===== src/rtl/regfile_pkg.sv =====
`default_nettype none
// ============================================================================
// Module      : regfile_pkg
// Description : Shared sizes and read-sequencer state encoding for the
//               16 x 8-bit register file and its dump reader.
// Revision    : 1.0 - initial release
// ============================================================================
package regfile_pkg;

  localparam int RF_WORD_SIZE  = 8;
  localparam int RF_NUM_REG    = 16;
  localparam int RF_INDEX_SIZE = 4;

  typedef enum logic [1:0] {
    ST_IDLE  = 2'd0,
    ST_FETCH = 2'd1,
    ST_HOLD  = 2'd2,
    ST_DONE  = 2'd3
  } state_t;

endpackage
`default_nettype wire


===== src/rtl/regfile_dump_reader_if.sv =====
`default_nettype none
// ============================================================================
// Module      : regfile_dump_reader_if
// Description : Valid/ready output stream carrying register words and indices.
// Revision    : 1.0 - initial release
// ============================================================================
interface regfile_dump_reader_if
  import regfile_pkg::*;
#(
  parameter int WORD_SIZE  = RF_WORD_SIZE,
  parameter int INDEX_SIZE = RF_INDEX_SIZE
);

  logic [WORD_SIZE-1:0]  out_data;
  logic [INDEX_SIZE-1:0] out_index;
  logic                  out_valid;
  logic                  out_ready;
  logic                  out_last;

  modport master (
    output out_data,
    output out_index,
    output out_valid,
    output out_last,
    input  out_ready
  );

  modport slave (
    input  out_data,
    input  out_index,
    input  out_valid,
    input  out_last,
    output out_ready
  );

endinterface
`default_nettype wire


===== src/rtl/regfile_dump_reader.sv =====
`default_nettype none
// ============================================================================
// Module      : regfile_dump_reader
// Description : Walks the register file read port (one register or a full
//               sweep) and streams each word with its index.
// Revision    : 1.0 - initial release
// ============================================================================
module regfile_dump_reader
  import regfile_pkg::*;
#(
  parameter int WORD_SIZE  = RF_WORD_SIZE,
  parameter int NUM_REG    = RF_NUM_REG,
  parameter int INDEX_SIZE = RF_INDEX_SIZE
) (
  input  logic                  clk,
  input  logic                  rst_n,
  input  logic                  start,
  input  logic                  single,
  input  logic [INDEX_SIZE-1:0] sel_addr,
  output logic                  busy,
  output logic [INDEX_SIZE-1:0] rf_read_address,
  input  logic [WORD_SIZE-1:0]  rf_read_data,
  regfile_dump_reader_if.master out,
  output logic                  done
);

  localparam logic [INDEX_SIZE-1:0] c_last_index = INDEX_SIZE'(NUM_REG - 1);

  state_t                r_state;
  state_t                w_next_state;
  logic [INDEX_SIZE-1:0] r_cur_addr;
  logic [INDEX_SIZE-1:0] r_end_addr;
  logic [WORD_SIZE-1:0]  r_out_data;
  logic [INDEX_SIZE-1:0] r_out_index;
  logic                  r_out_valid;
  logic                  r_out_last;
  logic                  r_busy;
  logic                  r_done;
  logic                  w_at_end;
  logic                  w_accept;

  assign w_at_end = (r_cur_addr == r_end_addr);
  assign w_accept = r_out_valid && out.out_ready;

  always_ff @(posedge clk) begin
    if (!rst_n) begin
      r_state <= ST_IDLE;
    end else begin
      r_state <= w_next_state;
    end
  end

  always_comb begin
    w_next_state = r_state;
    case (r_state)
      ST_IDLE:  if (start) w_next_state = ST_FETCH;
      ST_FETCH: w_next_state = ST_HOLD;
      ST_HOLD:  if (w_accept) w_next_state = w_at_end ? ST_DONE : ST_FETCH;
      ST_DONE:  w_next_state = ST_IDLE;
      default:  w_next_state = ST_IDLE;
    endcase
  end

  // busy/done are derived from the next state so they stay registered outputs
  always_ff @(posedge clk) begin
    if (!rst_n) begin
      r_cur_addr  <= '0;
      r_end_addr  <= '0;
      r_out_data  <= '0;
      r_out_index <= '0;
      r_out_valid <= 1'b0;
      r_out_last  <= 1'b0;
      r_busy      <= 1'b0;
      r_done      <= 1'b0;
    end else begin
      r_busy <= (w_next_state != ST_IDLE);
      r_done <= (w_next_state == ST_DONE);
      case (r_state)
        ST_IDLE: begin
          if (start) begin
            r_cur_addr <= single ? sel_addr : '0;
            r_end_addr <= single ? sel_addr : c_last_index;
          end
        end
        ST_FETCH: begin
          r_out_data  <= rf_read_data;
          r_out_index <= r_cur_addr;
          r_out_valid <= 1'b1;
          r_out_last  <= w_at_end;
        end
        ST_HOLD: begin
          if (w_accept) begin
            r_out_valid <= 1'b0;
            r_out_last  <= 1'b0;
            if (!w_at_end) r_cur_addr <= r_cur_addr + 1'b1;
          end
        end
        default: ;
      endcase
    end
  end

  assign busy            = r_busy;
  assign done            = r_done;
  assign rf_read_address = r_cur_addr;
  assign out.out_data    = r_out_data;
  assign out.out_index   = r_out_index;
  assign out.out_valid   = r_out_valid;
  assign out.out_last    = r_out_last;

endmodule
`default_nettype wire


===== src/flat_wrapper.sv =====
// flat-port wrapper written by rule: the top's interface ports become plain ports
module regfile_dump_reader_flat import regfile_pkg::*;
#(
  parameter int WORD_SIZE  = RF_WORD_SIZE,
  parameter int NUM_REG    = RF_NUM_REG,
  parameter int INDEX_SIZE = RF_INDEX_SIZE
)
  (clk, rst_n, start, single, sel_addr, busy, rf_read_address, rf_read_data, done, out_out_data, out_out_index, out_out_valid, out_out_last, out_out_ready);
  regfile_dump_reader_if #(.WORD_SIZE(WORD_SIZE), .INDEX_SIZE(INDEX_SIZE)) out_i ();
  input  logic clk;
  input  logic rst_n;
  input  logic start;
  input  logic single;
  input  logic [INDEX_SIZE-1:0] sel_addr;
  output logic busy;
  output logic [INDEX_SIZE-1:0] rf_read_address;
  input  logic [WORD_SIZE-1:0] rf_read_data;
  output logic done;
  output wire logic [$bits(out_i.out_data)-1:0] out_out_data;
  output wire logic [$bits(out_i.out_index)-1:0] out_out_index;
  output wire logic [$bits(out_i.out_valid)-1:0] out_out_valid;
  output wire logic [$bits(out_i.out_last)-1:0] out_out_last;
  input wire logic [$bits(out_i.out_ready)-1:0] out_out_ready;
  assign out_out_data = out_i.out_data;
  assign out_out_index = out_i.out_index;
  assign out_out_valid = out_i.out_valid;
  assign out_out_last = out_i.out_last;
  assign out_i.out_ready = out_out_ready;
  regfile_dump_reader #(.WORD_SIZE(WORD_SIZE), .NUM_REG(NUM_REG), .INDEX_SIZE(INDEX_SIZE)) u_core (.clk(clk), .rst_n(rst_n), .start(start), .single(single), .sel_addr(sel_addr), .busy(busy), .rf_read_address(rf_read_address), .rf_read_data(rf_read_data), .out(out_i), .done(done));
endmodule

===== config.mk =====
export PLATFORM = sky130hd
export DESIGN_NAME = regfile_dump_reader_flat
export DESIGN_NICKNAME = d
export VERILOG_FILES = /design/src/rtl/regfile_pkg.sv /design/src/rtl/regfile_dump_reader_if.sv /design/src/rtl/regfile_dump_reader.sv /design/src/flat_wrapper.sv
export SDC_FILE = /design/constraint.sdc
export NUM_CORES = 1
export LEC_CHECK = 0
export ABC_AREA = 1
export CORE_MARGIN = 1
export CORE_UTILIZATION = 45
export DETAILED_ROUTE_END_ITERATION = 6
export PLACE_DENSITY = 0.77
export SYNTH_ARGS = -nofsm -noshare
export SYNTH_HDL_FRONTEND = slang
export SYNTH_SLANG_ARGS = --single-unit

===== constraint.sdc =====
create_clock -name clk -period 1.4 [get_ports clk]
set_input_delay 0.21 -clock clk [delete_from_list [all_inputs] [get_ports clk]]
set_output_delay 0.21 -clock clk [all_outputs]
set_load 0.05 [all_outputs]

==> summary.md <==
| Metric | Value |
|---|---|
| Post-Syn Nets | 174 |
| Hold buffer count at CTS | 0 |
| H-tree depth | 1 |
| Clock slew at reported path FFs | 0.14 ns |
| Synthesized area | 1180 µm² |
| # DRC | 0 |
| Syn Area/Cell | between 7 and 8 µm² |
| Max Fclk | between 0.7 and 0.8 GHz |
| First-pass DRT Iterations | 4 |
| Place WS | around 0.11 ns |
| Most used DFF post-synth | dfxtp_1 |
| Pin count of the biggest net entering global routing | 23 |
| Worst slew pin tran | a little over 0.3 ns |
| Final worst path period share | 92.5% |
| Clk_skew | around 0.0095 ns |
| Sequential area share after synthesis | ~44% |
| Initial DRC Count | 20 |
| Internal power | approximately 1300 µW |
| Layout cells sized above 1 | 27.9% |
| Routed vias/inst | around 5.0 |
| Minimum clock period | approximately 1.3 ns |
| Pwr dens | 1080 nW/µm² |
| Initial antenna violation count | 0 |
| Setup crit start kind | register |
| Final GP Congestion | between 0.8 and 0.9 |
| Setup tns final | 0 ns |
| Final setup viols | 0 |
| Area delta synth->final | 56.2% |
| Leak pwr | around 0.00084 µW |
| Post-layout util | around three quarters |
| Area of the die | about 2800 µm² |
| Post-CTS sizing | 0 |
| Most frequent cells after synthesis | 28 x nor2_1, 26 x dfxtp_1, 26 x nand2_1 |
| Most frequent cell after synthesis | nor2_1 |
| Clock power frac | about a fifth |
| M1 WL | between 1 and 1.5 mm |
| Switching Fraction | 34.7% |
| Flop pwr share | 44.5% |
| CTS Root Cell | clkbuf_4 |
| WS Path Type | register to register |
| Comb power frac | 36.5% |
| Final hold vios | 0 |
| FF+latch area | between 500 and 600 µm² |
| Port bufs | 36 |
| Max IR drop VDD | ~0.00093 V |
| CTS buffer count | 3 |
| Number of flops mapped to enable cells by yosys | 0 |
| Critical path required time | around 1.6 ns |
| Post-CTS Setup Inserts | 0 |
| Cells after synthesis | about 160 |
| Clock tree buffer depth | 2 |
| P_sw | 689 µW |
| WL met3 | between 100 and 150 µm |
| Synth unique cells | 24 |
| Total grt overflow | 0 |
| Critical Path AT | approximately 1.5 ns |
| Yosys top cell by area | dfxtp_1 |
| Via count | ~1100 |
| Final worst slack | about 0.11 ns |
| Chip Height | around 53 µm |
| Slew margin rel. | between 70% and 80% |
| Final HPWL DP | 2.11 mm |
| Initial Util | 47.5% |
| CP endpoint kind | register |
| Worst Path Max Fanout | 6 |
| Die width | between 50 and 60 µm |
| Unrepaired setup endpoints after global routing | no |
| Hold Crit Class | primary input to register |
| Vias in the first global route | a little over 1000 |
| Max-cap viol count | 0 |
| Clk_lat worst skew | 0.32 ns |
| Synth warn | 0 |
| Core box area | around 2500 µm² |
| Seq cells post-synth | 26 |
| Final WL | around 2.7 mm |
| Wire per inst | 11.7 µm |
| Num rows | 18 |
| Post-DP Area | approximately 1800 µm² |
| Post-synthesis async set-or-reset flop share | 0% |
| WHS | about 0.45 ns |
| IO Count | 37 |
| Multi-input combinational cell area | 548 µm² |
| Routed Antenna Nets | 0 |
| Fillers | 187 |
| First-pass GRT wire length | ~4.4 mm |
| DR WL met2 | between 1 and 1.5 mm |
| Ant. Diodes | 0 |
| Area share of the largest cell type after synthesis | between 40 and 50% |
| Nets@finish | around 220 |
| Max Used Layer | met4 |
| Slew Limit Fails | 0 |
| Clk sinks | 26 |
| Outcome | completed |
| GRT Total Usage | a little over a fifth |
| CTS tree | done |
| Final instance area | around 1800 µm² |
| Area contributors post-synth | dfxtp_1 44%, nor2_1 8.9%, nand2_1 8.3% |
-- cells by family (layout without fill, tap and decap cells) --
family / after synthesis / after routing / synth area share [%]
buf+inv: 25 / 66 / 9.25
fa+ha+maj: 1 / 1 / 1.06
compound gates: 30 / 30 / 13.4
xor+xnor: 1 / 1 / 0.744
simple gates: 73 / 73 / 31.3
flops: 26 / 26 / 44.2
-- layout make-up --
type	instances	share of cell area [%]
Clock buffer	4	1.97
Inverter	22	4.83
Sequential cell	26	28.6
Multi-Input combinational cell	105	29.8
Tap cell	30	2.04
Timing Repair Buffer	40	32.8
-- critical path: stages (launching register included) --
cell and delay, ns:
dfxtp_2 0.43, inv_2 0.07, nand2_1 0.07, nand2_1 0.09, nor2_4 0.16, nand3_4 0.11
nand2_4 0.10, inv_2 0.04, nor2_1 0.08, nor2_1 0.05
-- through the flow --
step / power, µW / std cells
CTS: 2010 / 227
global route: 2090 / 227
finish: 1990 / 227
detailed placement: 1630 / 223
global placement: 1610 / 223
floorplan: 1280 / 156
-- flip-flops by register name, summed over array words and instances (netlist names) --
| signal | flops |
|---|---|
| u_core.rf_read_address | 4 |
| u_core.done | 1 |
| u_core.out.out_last | 1 |
| u_core.r_state | 2 |
| u_core.out.out_data | 8 |
| u_core.out.out_index | 4 |
| u_core.r_end_addr | 4 |
| u_core.out.out_valid | 1 |
| u_core.busy | 1 |
-- path summary, 6_finish.rpt --
path                                                        startpoint                                endpoint  slack (ns)  cells after the start
worst max-delay path            u_core.rf_read_address[0]$_SDFFE_PN0P_  u_core.rf_read_address[2]$_SDFFE_PN0P_        0.11                      9
worst min-delay path                                       sel_addr[2]       u_core.r_end_addr[2]$_SDFFE_PN0P_        0.45                      3
worst max register to register  u_core.rf_read_address[0]$_SDFFE_PN0P_  u_core.rf_read_address[2]$_SDFFE_PN0P_        0.11                      9
worst min register to register  u_core.rf_read_address[2]$_SDFFE_PN0P_    u_core.out.out_index[2]$_SDFFE_PN0P_        0.49                      2
-- layout by cell type, fill, tap and decap left out --
cell             instances
inv_2                    7
buf_12                  21
clkdlybuf4s50_1         16
buf_4                    3
ha_1                     1
nand2_4                  4
inv_1                   13
o21ai_0                 11
nor2_1                  28
dfxtp_1                 22
xor2_1                   1
nand2_2                  4
nand3b_1                 1
clkbuf_8                 1
clkinv_2                 1
nand2_1                 26
nor2_2                   1
nand3_4                  1
nor2_4                   4
dfxtp_2                  4
o21ai_1                  6
a21oi_1                  7
a31oi_1                  4
clkbuf_4                 3
o22ai_1                  2
nand3_1                  4
clkinv_4                 1
-- power by group through the flow --
stage | logic, µW | registers (µW) | clock network, µW
2_1_floorplan | 239 | 1040 | 0
3_3_place_gp | 711 | 898 | 0
3_5_place_dp | 726 | 901 | 0
4_1_cts | 729 | 886 | 396
5_1_grt | 772 | 895 | 423
6_report | 725 | 885 | 378
-- routing by layer --
metal	global-route usage (%)	vias up
li1	-	573
met1	25.6	525
met2	38.8	30
met3	3.74	4
met4	7.89	0
met5	0	-
No activity file was read; power rests on OpenSTA's default activity.
